### config.mk
export PLATFORM = sky130hd
export DESIGN_NAME = aes_sub_bytes_fwd
export DESIGN_NICKNAME = d
export VERILOG_FILES = /design/src/rtl/aes_sub_bytes_fwd.sv
export SDC_FILE = /design/constraint.sdc
export NUM_CORES = 1
export LEC_CHECK = 0
export CAP_MARGIN = 10
export CORE_ASPECT_RATIO = 1.1
export CORE_MARGIN = 3
export CORE_UTILIZATION = 45
export DETAILED_ROUTE_END_ITERATION = 6
export PLACE_DENSITY = 0.8
export SLEW_MARGIN = 20
export SYNTH_ARGS = -nofsm -noshare
export SYNTH_HDL_FRONTEND = slang
export SYNTH_SLANG_ARGS = --single-unit
export TNS_END_PERCENT = 100
### constraint.sdc
create_clock -name CLK -period 3.22 [get_ports CLK]
set_input_delay 0.322 -clock CLK [delete_from_list [all_inputs] [get_ports CLK]]
set_output_delay 0.322 -clock CLK [all_outputs]
set_load 0.01 [all_outputs]
### src/rtl/aes_sub_bytes_fwd.sv
// rtl/aes_sub_bytes_fwd.sv - forward AES SubBytes engine, one registered S-box lookup per clock
module aes_sub_bytes_fwd #(
    parameter int NUM_BYTES = 16
) (
    input  logic                   CLK,
    input  logic                   RST,
    input  logic                   Start,
    input  logic [8*NUM_BYTES-1:0] Data_In,
    output logic                   Busy,
    output logic                   Done,
    output logic [8*NUM_BYTES-1:0] Data_Out
);

    localparam int W  = 8 * NUM_BYTES;
    localparam int IW = (NUM_BYTES > 1) ? $clog2(NUM_BYTES) : 1;

    typedef enum logic [1:0] {
        IDLE,
        LOOKUP,
        DRAIN
    } state_t;

    // FIPS-197 forward S-box, entry 0x00 in the most significant byte
    localparam logic [2047:0] SBOX = {
        128'h637c777bf26b6fc53001672bfed7ab76,
        128'hca82c97dfa5947f0add4a2af9ca472c0,
        128'hb7fd9326363ff7cc34a5e5f171d83115,
        128'h04c723c31896059a071280e2eb27b275,
        128'h09832c1a1b6e5aa0523bd6b329e32f84,
        128'h53d100ed20fcb15b6acbbe394a4c58cf,
        128'hd0efaafb434d338545f9027f503c9fa8,
        128'h51a3408f929d38f5bcb6da2110fff3d2,
        128'hcd0c13ec5f974417c4a77e3d645d1973,
        128'h60814fdc222a908846eeb814de5e0bdb,
        128'he0323a0a4906245cc2d3ac629195e479,
        128'he7c8376d8dd54ea96c56f4ea657aae08,
        128'hba78252e1ca6b4c6e8dd741f4bbd8b8a,
        128'h703eb5664803f60e613557b986c11d9e,
        128'he1f8981169d98e949b1e87e9ce5528df,
        128'h8ca1890dbfe6426841992d0fb054bb16
    };

    state_t          state;
    logic [IW-1:0]   index;
    logic [W-1:0]    src;
    logic [W-1:0]    result;
    logic [7:0]      sbox_q;
    logic [7:0]      sbox_addr;
    logic [10:0]     sbox_base;

    // The source register shifts left one byte per lookup, so the byte
    // being looked up is always the top byte; ~addr*8 locates it in SBOX.
    assign sbox_addr = src[W-1 -: 8];
    assign sbox_base = {~sbox_addr, 3'b000};

    // Registered S-box read: one clock of latency from address to sbox_q
    always_ff @(posedge CLK) begin
        if (RST) begin
            sbox_q <= 8'h00;
        end else begin
            sbox_q <= SBOX[sbox_base +: 8];
        end
    end

    // Control FSM: capture, stream bytes through the S-box, publish the result
    always_ff @(posedge CLK) begin
        if (RST) begin
            state    <= IDLE;
            index    <= '0;
            src      <= '0;
            result   <= '0;
            Busy     <= 1'b0;
            Done     <= 1'b0;
            Data_Out <= '0;
        end else begin
            case (state)
                IDLE: begin
                    Done <= 1'b0;
                    if (Start) begin
                        src   <= Data_In;
                        index <= '0;
                        Busy  <= 1'b1;
                        state <= LOOKUP;
                    end
                end
                LOOKUP: begin
                    src <= {src[W-9:0], 8'h00};
                    // sbox_q holds the previous byte's substitution from t2 on
                    if (index != '0) begin
                        result <= {result[W-9:0], sbox_q};
                    end
                    index <= index + 1'b1;
                    if (index == IW'(NUM_BYTES - 1)) begin
                        state <= DRAIN;
                    end
                end
                DRAIN: begin
                    result   <= {result[W-9:0], sbox_q};
                    Data_Out <= {result[W-9:0], sbox_q};
                    Done     <= 1'b1;
                    Busy     <= 1'b0;
                    state    <= IDLE;
                end
                default: begin
                    state <= IDLE;
                    Busy  <= 1'b0;
                    Done  <= 1'b0;
                end
            endcase
        end
    end

endmodule

======== Word-level counts from Yosys, hierarchy flattened ========
Cells that the tools add are included.
storage, ports and cells
  register bits after elaboration ......... 392
  latch bits .............................. 0
  memory bits (writable) .................. 0
  bits in read-only memories .............. 0
  memories kept ........................... 0
cells by class
  magnitude comparators ................... 0
  eq/ne operators ......................... 6
  shifts and indexed selects .............. 1
  bitwise operators ....................... 2
  add/subtract/negate cells ............... 1
  div/mod/pow operators ................... 0
  reductions and logical operators ........ 8
  multiplexer cells ....................... 12
  multiply operators ...................... 0
operators by type and width
  operator                                                        count
  variable part select 2048 x 12 -> 8 bit (first input constant)  1
  one-hot mux 128 bit (2 select lines)                            1
  one-hot mux 120 bit (2 select lines)                            1
  2-to-1 mux 128 bit                                              1
  2-to-1 mux 120 bit                                              1
  NOT 8 bit                                                       1
  one-hot mux 4 bit (2 select lines)                              1
  AND reduction 2 bit                                             4
  != test 2 bit (second input constant)                           3
  adder 4 x 1 -> 4 bit (second input constant)                    1
  == test 4 bit (second input constant)                           1
  2-to-1 mux 2 bit                                                2
  2-to-1 mux 4 bit                                                1
  one-hot mux 1 bit (2 select lines)                              2
  one-hot mux 2 bit (2 select lines)                              1
  nonzero test 2 bit                                              2
  nonzero test 4 bit                                              1
  == test 2 x 1 -> 1 bit (second input constant)                  1
  == test 2 bit (second input constant)                           1
  logical NOT 2 bit                                               1
  2-to-1 mux 1 bit                                                1
  NOT 1 bit                                                       1

======== Logic depth before layout (Yosys ltp) ========
Gate-level depths: netlist (run 1).
  depth in word-level cells ............... 3
  gate-level depth with buffers ........... 13

======== Worst setup path after synthesis (run 1) ========
OpenSTA, ideal clock, no wires.
  path kind ............................... flip-flop to flip-flop
  start point ............................. register src[121]
  end point ............................... register sbox_q[5]
  period minus slack after synthesis ...... 3.198 ns
  path buffers ............................ 5
  setup time .............................. 0.139 ns
  arrival ................................. 3.058 ns
  stages on the path, launching flop included .. 14
  data required time ...................... 3.081 ns
  setup slack ............................. 0.022 ns
  cell sequence ........................... dfxtp_1 > buf_2 > buf_2 > buf_2 > clkinv_1 > ha_1 > buf_2 > clkbuf_1 > or2_2 > a21oi_1 > o311ai_1 > nand2_1 > a2111oi_0 > o32ai_1
on the way
  cells in the longest elaborated chain, start to end .. 2
RTL lines
  element                                  RTL line  source
  start, declared                          45        logic [W-1:0] src;
  start signal, assigned                   80        src <= Data_In;
  start signal, assigned                   87        src <= {src[W-9:0], 8'h00};
  NOT 8 bit                                54        assign sbox_base = {~sbox_addr, 3'b000};
  variable part select 2048 x 12 -> 8 bit  61        sbox_q <= SBOX[sbox_base +: 8];
  end signal, assigned                     61
  end, declared                            47        logic [7:0] sbox_q;
Every way passes these cells.
A chain may end at the register's enable or synchronous reset.

======== Final worst setup path (run 1) ========
  start point ............................. register src[123]
  end point ............................... register sbox_q[5]
The elaborated chain is that of the path after synthesis.

==> impl_metrics.csv, run 1 <==
group,metric,value,unit
floorplanning,die_h,212,um
logic_synthesis,synth_fp_nets,2521,
worst_hold_path,hold_path_class,"in -> reg",
routing,num_vias,17900,
floorplanning,start_util,46.2,%
routing,drt_iter0_markers,1687,
logic_synthesis,synth-xor-area-share,0.101,%
critical_path,critical_path_depth,7,
critical_path,cp-end-kind,"flip-flop",
logic_synthesis,synth_compound_area_share,16.8,%
critical_path,rr_startpoint,"src[123]",
pwr,power.density,550,mW/mm^2
logic_synthesis,synth-simple-area-share,29.8,%
critical_path,crit_path_start_kind,"flip-flop",
clock_network,cts_buffer_depth,3,
critical_path,max_stage_delay,0.85,ns
pwr,p_clk_share,40.7,%
clock_network,htreeDepth,2,
logic_synthesis,synth_area_per_cell,7.34,um^2
logic_synthesis,muxShareOfSynthArea,1.89,%
place,io_buffer_count,260,
pwr,p_sw,3.45,mW
layout,final_core_util,58.3,%
status,violations,"DRC",
logic_synthesis,synth_cell_types,69,
clock_network,clk-insertion-delay-late,0.56,ns
layout,antenna_cells,0,
critical_path,r2r_end,"sbox_q[5]",
clock_network,cts_setup_buffers,0,
place,dp_slack,0.225,ns
layout,drive_gt1_share,7.15,%
pwr,pwr-share-comb,16.3,%
routing,dr.pass1.iters,7,
critical_path,worstPathCellList,"buf_4, nand2_1, and3_1, o21ai_0, a311oi_1, a2111oi_1, o32ai_1",
floorplanning,coreArea,0.0377,mm^2
pwr,swShare,28.5,%
global_routing,grt_pass1_wl,92.8,mm
floorplanning,rows,74,
routing,drc_errors,2,
sta,period_minus_slack,3.04,ns
floorplanning,io-pin-count,261,
critical_path,critPathTopFamily,"compound AO/OA/AOI/OAI gates",
critical_path,arrival,3.45,ns
global_routing,antenna_found_initial,0,
critical_path,cp_max_fo,41,
logic_synthesis,synth_top_family_by_area,"simple AND/OR/NAND/NOR gates",
sta,rsz0062_at_grt,"no",
routing,wl_per_cell,19.7,um
critical_path,cp_num_buf_inv,1,
clock_network,clkTransAtPathRegs,0.08,ns
sta,hold_violations,0,
sta,timing.setup.tns,0,ns
layout,nNetsFinal,2693,
global_routing,grt.total_usage,27.7,%
sta,fin_skew,0.0210,ns
sta,fin_crit_sh,94.4,%
logic_synthesis,synth_cells,2373,
pwr,ir_worst_vdd,0.471,mV
status,status,"finished, violations left",
sta,tightest_slew,1.20,ns
pwr,p_leak,7.89,nW
logic_synthesis,synth_edf_count,0,
routing,viasPerCell,5.82,
global_routing,grt_overflow,0,
critical_path,worst-setup-path-type,"reg -> reg",
critical_path,startpoint,"src[123]",
routing,antenna_left,0,
logic_synthesis,synth.most_common_cell,"nand2_1",
clock_network,cts_tree,"built",
global_routing,first_global_vias,16800,
logic_synthesis,ys.flop_type,"dfxtp_1",
global_routing,grt_max_degree,225,
place,hpwl,41.3,mm
critical_path,worstPathRequired,3.63,ns
job,maxCapViolCount,0,
critical_path,r2r_setup_slack,0.18,ns
layout,area.growth.synth_to_final,26.2,%
sta,report.final.slew_viol_count,0,
sta,slew_headroom,19.9,%
pwr,p_seq_share,43.0,%
logic_synthesis,synthDominantCellAreaShare,45.0,%
clock_network,cts-root-buf,"clkbuf_16",
clock_network,cts_hold_buf,0,
logic_synthesis,yosysTopAreaCell,"dfxtp_1",
floorplanning,die_x,194,um
logic_synthesis,synthArstFlopShare,0,%
logic_synthesis,synth_warnings,0,
logic_synthesis,yosys.area_share.adder,1.28,%
pwr,internal-power,8.66,mW
sta,finalSetupViolCount,0,
critical_path,crit_slowest_cell,"dfxtp_2",
critical_path,r2r_cells,7,
sta,fin_ws,0.181,ns
logic_synthesis,synth.area.top_cells,"dfxtp_1 (45%), nand2_1 (12%), nor2_1 (9.1%)",
clock_network,cts_buffers,41,
logic_synthesis,synth_area,0.0174,mm^2
floorplanning,dieArea,0.0411,mm^2
logic_synthesis,yosys-top-cells-count,"nand2_1 (551), nor2_1 (421), dfxtp_1 (392)",
sta,max_freq,329,MHz
critical_path,cp-endpoint,"sbox_q[5]",
place,gp_congestion,1.11,
logic_synthesis,ys_seq_area_share,45.0,%
logic_synthesis,ys_seq_elements,392,
clock_network,clock_sinks,392,
routing,drt-total-wl,60.5,mm
power groups by stage:
stage	Sequential (mW)	Clock, mW	Combinational (mW)
2_1_floorplan	5.22	0	1.21
3_3_place_gp	5.30	0	1.93
3_5_place_dp	5.30	0	1.91
4_1_cts	5.20	5.00	1.91
5_1_grt	5.22	5.17	2.10
6_report	5.20	4.93	1.97
timing repair:
item	CTS	global route
gates resized for setup	0	1
endpoints found under the hold margin	0	0
endpoints found under the setup margin	0	1
sequential cells by signal (all words and copies together) (netlist names):
register  flops
state         2
index         4
result      120
src         128
Data_Out    128
sbox_q        8
Busy          1
Done          1
layer usage:
| layer | vias to the layer above | global-route usage, % | part of all wire [%] |
|---|---|---|---|
| met4 | 0 | 12.9 | 4.9 |
| li1 | 8395 | - | - |
| met1 | 8328 | 35.7 | 40 |
| met2 | 939 | 44.2 | 45 |
| met3 | 188 | 6.70 | 9.7 |
| met5 | - | 0 | 0 |
stage by stage:
step | instance area [um^2] | total power, mW | hold WS (ns) | cells
global route | 22000 | 12.5 | 0.185 | 3069
CTS | 22000 | 12.1 | 0.159 | 3069
detailed placement | 20600 | 7.21 | 0.446 | 2996
floorplan | 17400 | 6.42 | 0.432 | 2373
global placement | 20600 | 7.23 | 0.442 | 2996
finish | 22000 | 12.1 | 0.166 | 3069
worst min path at each step:
stage          cells after the start  slack, ns     endpoint        start
2_1_floorplan                      2       0.43  result[112]  result[112]
5_1_grt                            2       0.19         Busy          RST
3_5_place_dp                       2       0.45  Data_Out[6]    sbox_q[6]
3_3_place_gp                       2       0.44  Data_Out[8]  Data_Out[8]
6_report                           2       0.17         Busy          RST
4_1_cts                            2       0.16         Busy          RST
layout make-up:
class / instances / area (um^2)
multi-input cells: 1760 / 8740
repair buffers: 337 / 3320
fillers: 3361 / 15700
clock buffers: 53 / 1140
inverters: 13 / 48.8
clock inverters: 20 / 267
well taps: 494 / 618
flip-flops and latches: 392 / 7850
cell families (layout without fill, tap and decap cells):
logic type	after synthesis	after routing
AOI/OAI and AO/OA	497	497
xor gates and xnor gates	2	2
adders and majority gates	18	18
buffers and inverters	221	423
DFF	392	392
muxes	19	19
and+or+nand+nor	1224	1224
layout by cell type, fill, tap and decap left out, types with 5 or more instances in the layout:
cell type	netlist	layout
nand3_1	22	22
o221ai_1	5	5
nor2b_1	22	21
nand2b_1	25	23
buf_4	5	66
a211oi_1	13	13
clkbuf_8	0	7
buf_12	0	11
nor3_1	26	26
clkdlybuf4s50_1	0	259
a31oi_1	15	15
mux2i_1	7	7
a2111oi_0	12	11
clkinv_2	0	9
nand2_1	551	550
a22oi_1	14	14
o31ai_1	6	6
o211ai_1	16	16
a21oi_1	301	301
o311ai_0	9	9
o21ai_0	53	52
nor3b_1	6	6
ha_1	17	17
clkbuf_16	0	41
or2_2	8	8
inv_1	9	9
dfxtp_1	392	389
mux4_2	11	11
a311oi_1	10	10
clkbuf_1	150	5
nor2_1	421	419
nor4_1	116	116
and2_1	6	6
No activity file was read; power rests on OpenSTA's default activity.
==> inputs of run 2 (changes only) <==
--- a/config.mk
+++ b/config.mk
@@ -8,9 +8,9 @@
 export CAP_MARGIN = 10
 export CORE_ASPECT_RATIO = 1.1
 export CORE_MARGIN = 3
-export CORE_UTILIZATION = 45
+export CORE_UTILIZATION = 49
 export DETAILED_ROUTE_END_ITERATION = 6
-export PLACE_DENSITY = 0.8
+export PLACE_DENSITY = 0.85
 export SLEW_MARGIN = 20
 export SYNTH_ARGS = -nofsm -noshare
 export SYNTH_HDL_FRONTEND = slang
==> impl_metrics.csv, run 2 (synthesis gave the netlist of run 1 again) <==
group,metric,value,unit
clock_network,cts_hold_buf,0,
clock_network,cts_tree,"built",
global_routing,antenna_found_initial,0,
sta,hold_violations,0,
layout,drive_gt1_share,6.83,%
critical_path,cp_max_fo,18,
sta,timing.setup.tns,0,ns
routing,wl_per_cell,20.8,um
clock_network,clkTransAtPathRegs,0.07,ns
worst_hold_path,hold_start,"RST",
critical_path,crit_path_start_kind,"flip-flop",
place,io_buffer_count,260,
routing,dr.pass1.iters,6,
routing,drt_iter0_markers,1787,
layout,multi_input_area,0.00873,mm^2
global_routing,grt_overflow,0,
worst_hold_path,hold_path_class,"in -> reg",
pwr,p_clk_share,38.3,%
global_routing,grt_pass1_wl,95.6,mm
pwr,pwr-share-comb,17.4,%
layout,antenna_cells,0,
sta,finalSetupViolCount,0,
status,status,"finished, final reports clean",
job,maxCapViolCount,0,
floorplanning,coreArea,0.0346,mm^2
clock_network,cts_buffers,39,
floorplanning,dieArea,0.0379,mm^2
critical_path,worst-setup-path-type,"reg -> reg",
routing,num_vias,17800,
critical_path,cp-end-kind,"flip-flop",
pwr,internal-power,8.40,mW
clock_network,htreeDepth,2,
global_routing,grt.total_usage,32.0,%
sta,max_freq,335,MHz
critical_path,startpoint,"src[121]",
routing,viasPerCell,5.92,
place,hpwl,42.6,mm
layout,final_common_cell,"nand2_1",
critical_path,rr_startpoint,"src[121]",
sta,slew_headroom,33.7,%
layout,regArea,0.00785,mm^2
pwr,p_leak,7.84,nW
sta,fin_crit_sh,92.8,%
critical_path,arrival,3.38,ns
pwr,ir_worst_vdd,0.411,mV
critical_path,worstPathRequired,3.61,ns
pwr,p_seq_share,44.3,%
layout,top_regs,"Data_Out x128, src x128, result x120",
clock_network,cts-root-buf,"clkbuf_16",
layout,nNetsFinal,2698,
clock_network,clock_sinks,392,
pwr,p_sw,3.30,mW
floorplanning,io-pin-count,261,
clock_network,ctsResizeCount,0,
pwr,swShare,28.2,%
sta,period_minus_slack,2.99,ns
floorplanning,rows,71,
routing,drt-total-wl,62.7,mm
routing,drc_errors,0,
sta,rsz0062_at_grt,"no",
clock_network,clk-insertion-delay-late,0.57,ns
floorplanning,die_h,204,um
layout,final_core_util,63.0,%
clock_network,cts_buffer_depth,3,
routing,antenna_left,0,
place,gp_congestion,1.04,
global_routing,first_global_vias,17000,
sta,fin_skew,0.0339,ns
floorplanning,start_util,50.3,%
layout,layout_common_cells,"nand2_1 (550), nor2_1 (419), dfxtp_1 (389)",
clock_network,cts_setup_buffers,0,
layout,fin_cells,3013,
sta,report.final.slew_viol_count,0,
sta,tightest_slew,0.995,ns
pwr,power.density,536,mW/mm^2
layout,area.growth.synth_to_final,25.2,%
layout,fillers,2911,
global_routing,grt_max_degree,214,
floorplanning,die_x,186,um
place,dpl.cell_count,2947,
==> run 2: cell count changes in the layout (fill, tap and decap cells not counted), moves of 2 or more <==
cell | previous run | this run
clkbuf_1 | 5 | 13
buf_12 | 11 | 13
clkinv_2 | 9 | 5
clkbuf_8 | 7 | 2
buf_4 | 66 | 71
inv_6 | 3 | 1
==> run 2: metrics by stage <==
stage	hold slack, ns	cell area, um^2	power (mW)	setup slack [ns]
after floorplan	0.432	17400	6.42	0.0221
after global placement	0.439	20600	7.28	0.468
after detailed placement	0.446	20600	7.26	0.385
after CTS	0.186	21800	11.7	0.372
after global routing	0.236	21800	12.1	0.104
final	0.218	21800	11.7	0.231
==> run 2: power groups by stage <==
stage	Sequential [mW]	Combinational (mW)	Clock [mW]
finish	5.18	2.03	4.48
detailed placement	5.28	1.98	0
global route	5.20	2.18	4.74
global placement	5.28	2.00	0
CTS	5.18	1.99	4.55
floorplan	5.22	1.21	0
==> run 2: worst paths after layout <==
check | end | slack (ns) | cells after the start
max | sbox_q[3] | 0.23 | 11
min | Busy | 0.22 | 2
max reg2reg | sbox_q[3] | 0.23 | 11
min reg2reg | Data_Out[13] | 0.45 | 2
==> run 2: critical path, stage by stage (launching register included) <==
cell and delay [ns]:
dfxtp_1 0.41, clkinv_1 0.16, ha_1 0.33, buf_4 0.28, nor2_1 0.08, buf_4 0.19, o311ai_0 0.41, buf_4 0.19
a21oi_1 0.05, o21ai_0 0.45, buf_4 0.20, a311oi_1 0.07
==> run 2: cell type report <==
class | count | area share (%)
tap | 438 | 2.51
multi-input combinational | 1760 | 40.0
clock inverter | 11 | 0.700
timing repair buffer | 344 | 15.6
inverter | 13 | 0.224
clock buffer | 55 | 4.94
sequential | 392 | 36.0
==> run 2: metal layers <==
metal	GRT usage (%)	part of all wire (%)	wire length, um
met5	0	0	0
met4	17.2	6.0	3760
met3	7.05	9.0	5640
met2	51.8	46	29100
met1	39.7	39	24200
==> inputs of run 3 (changes only) <==
--- a/config.mk
+++ b/config.mk
@@ -15,4 +15,3 @@
 export SYNTH_ARGS = -nofsm -noshare
 export SYNTH_HDL_FRONTEND = slang
 export SYNTH_SLANG_ARGS = --single-unit
-export TNS_END_PERCENT = 100
==> results of run 3 <==
Same layout as run 2: the final DEF is identical, and so are final timing and power.
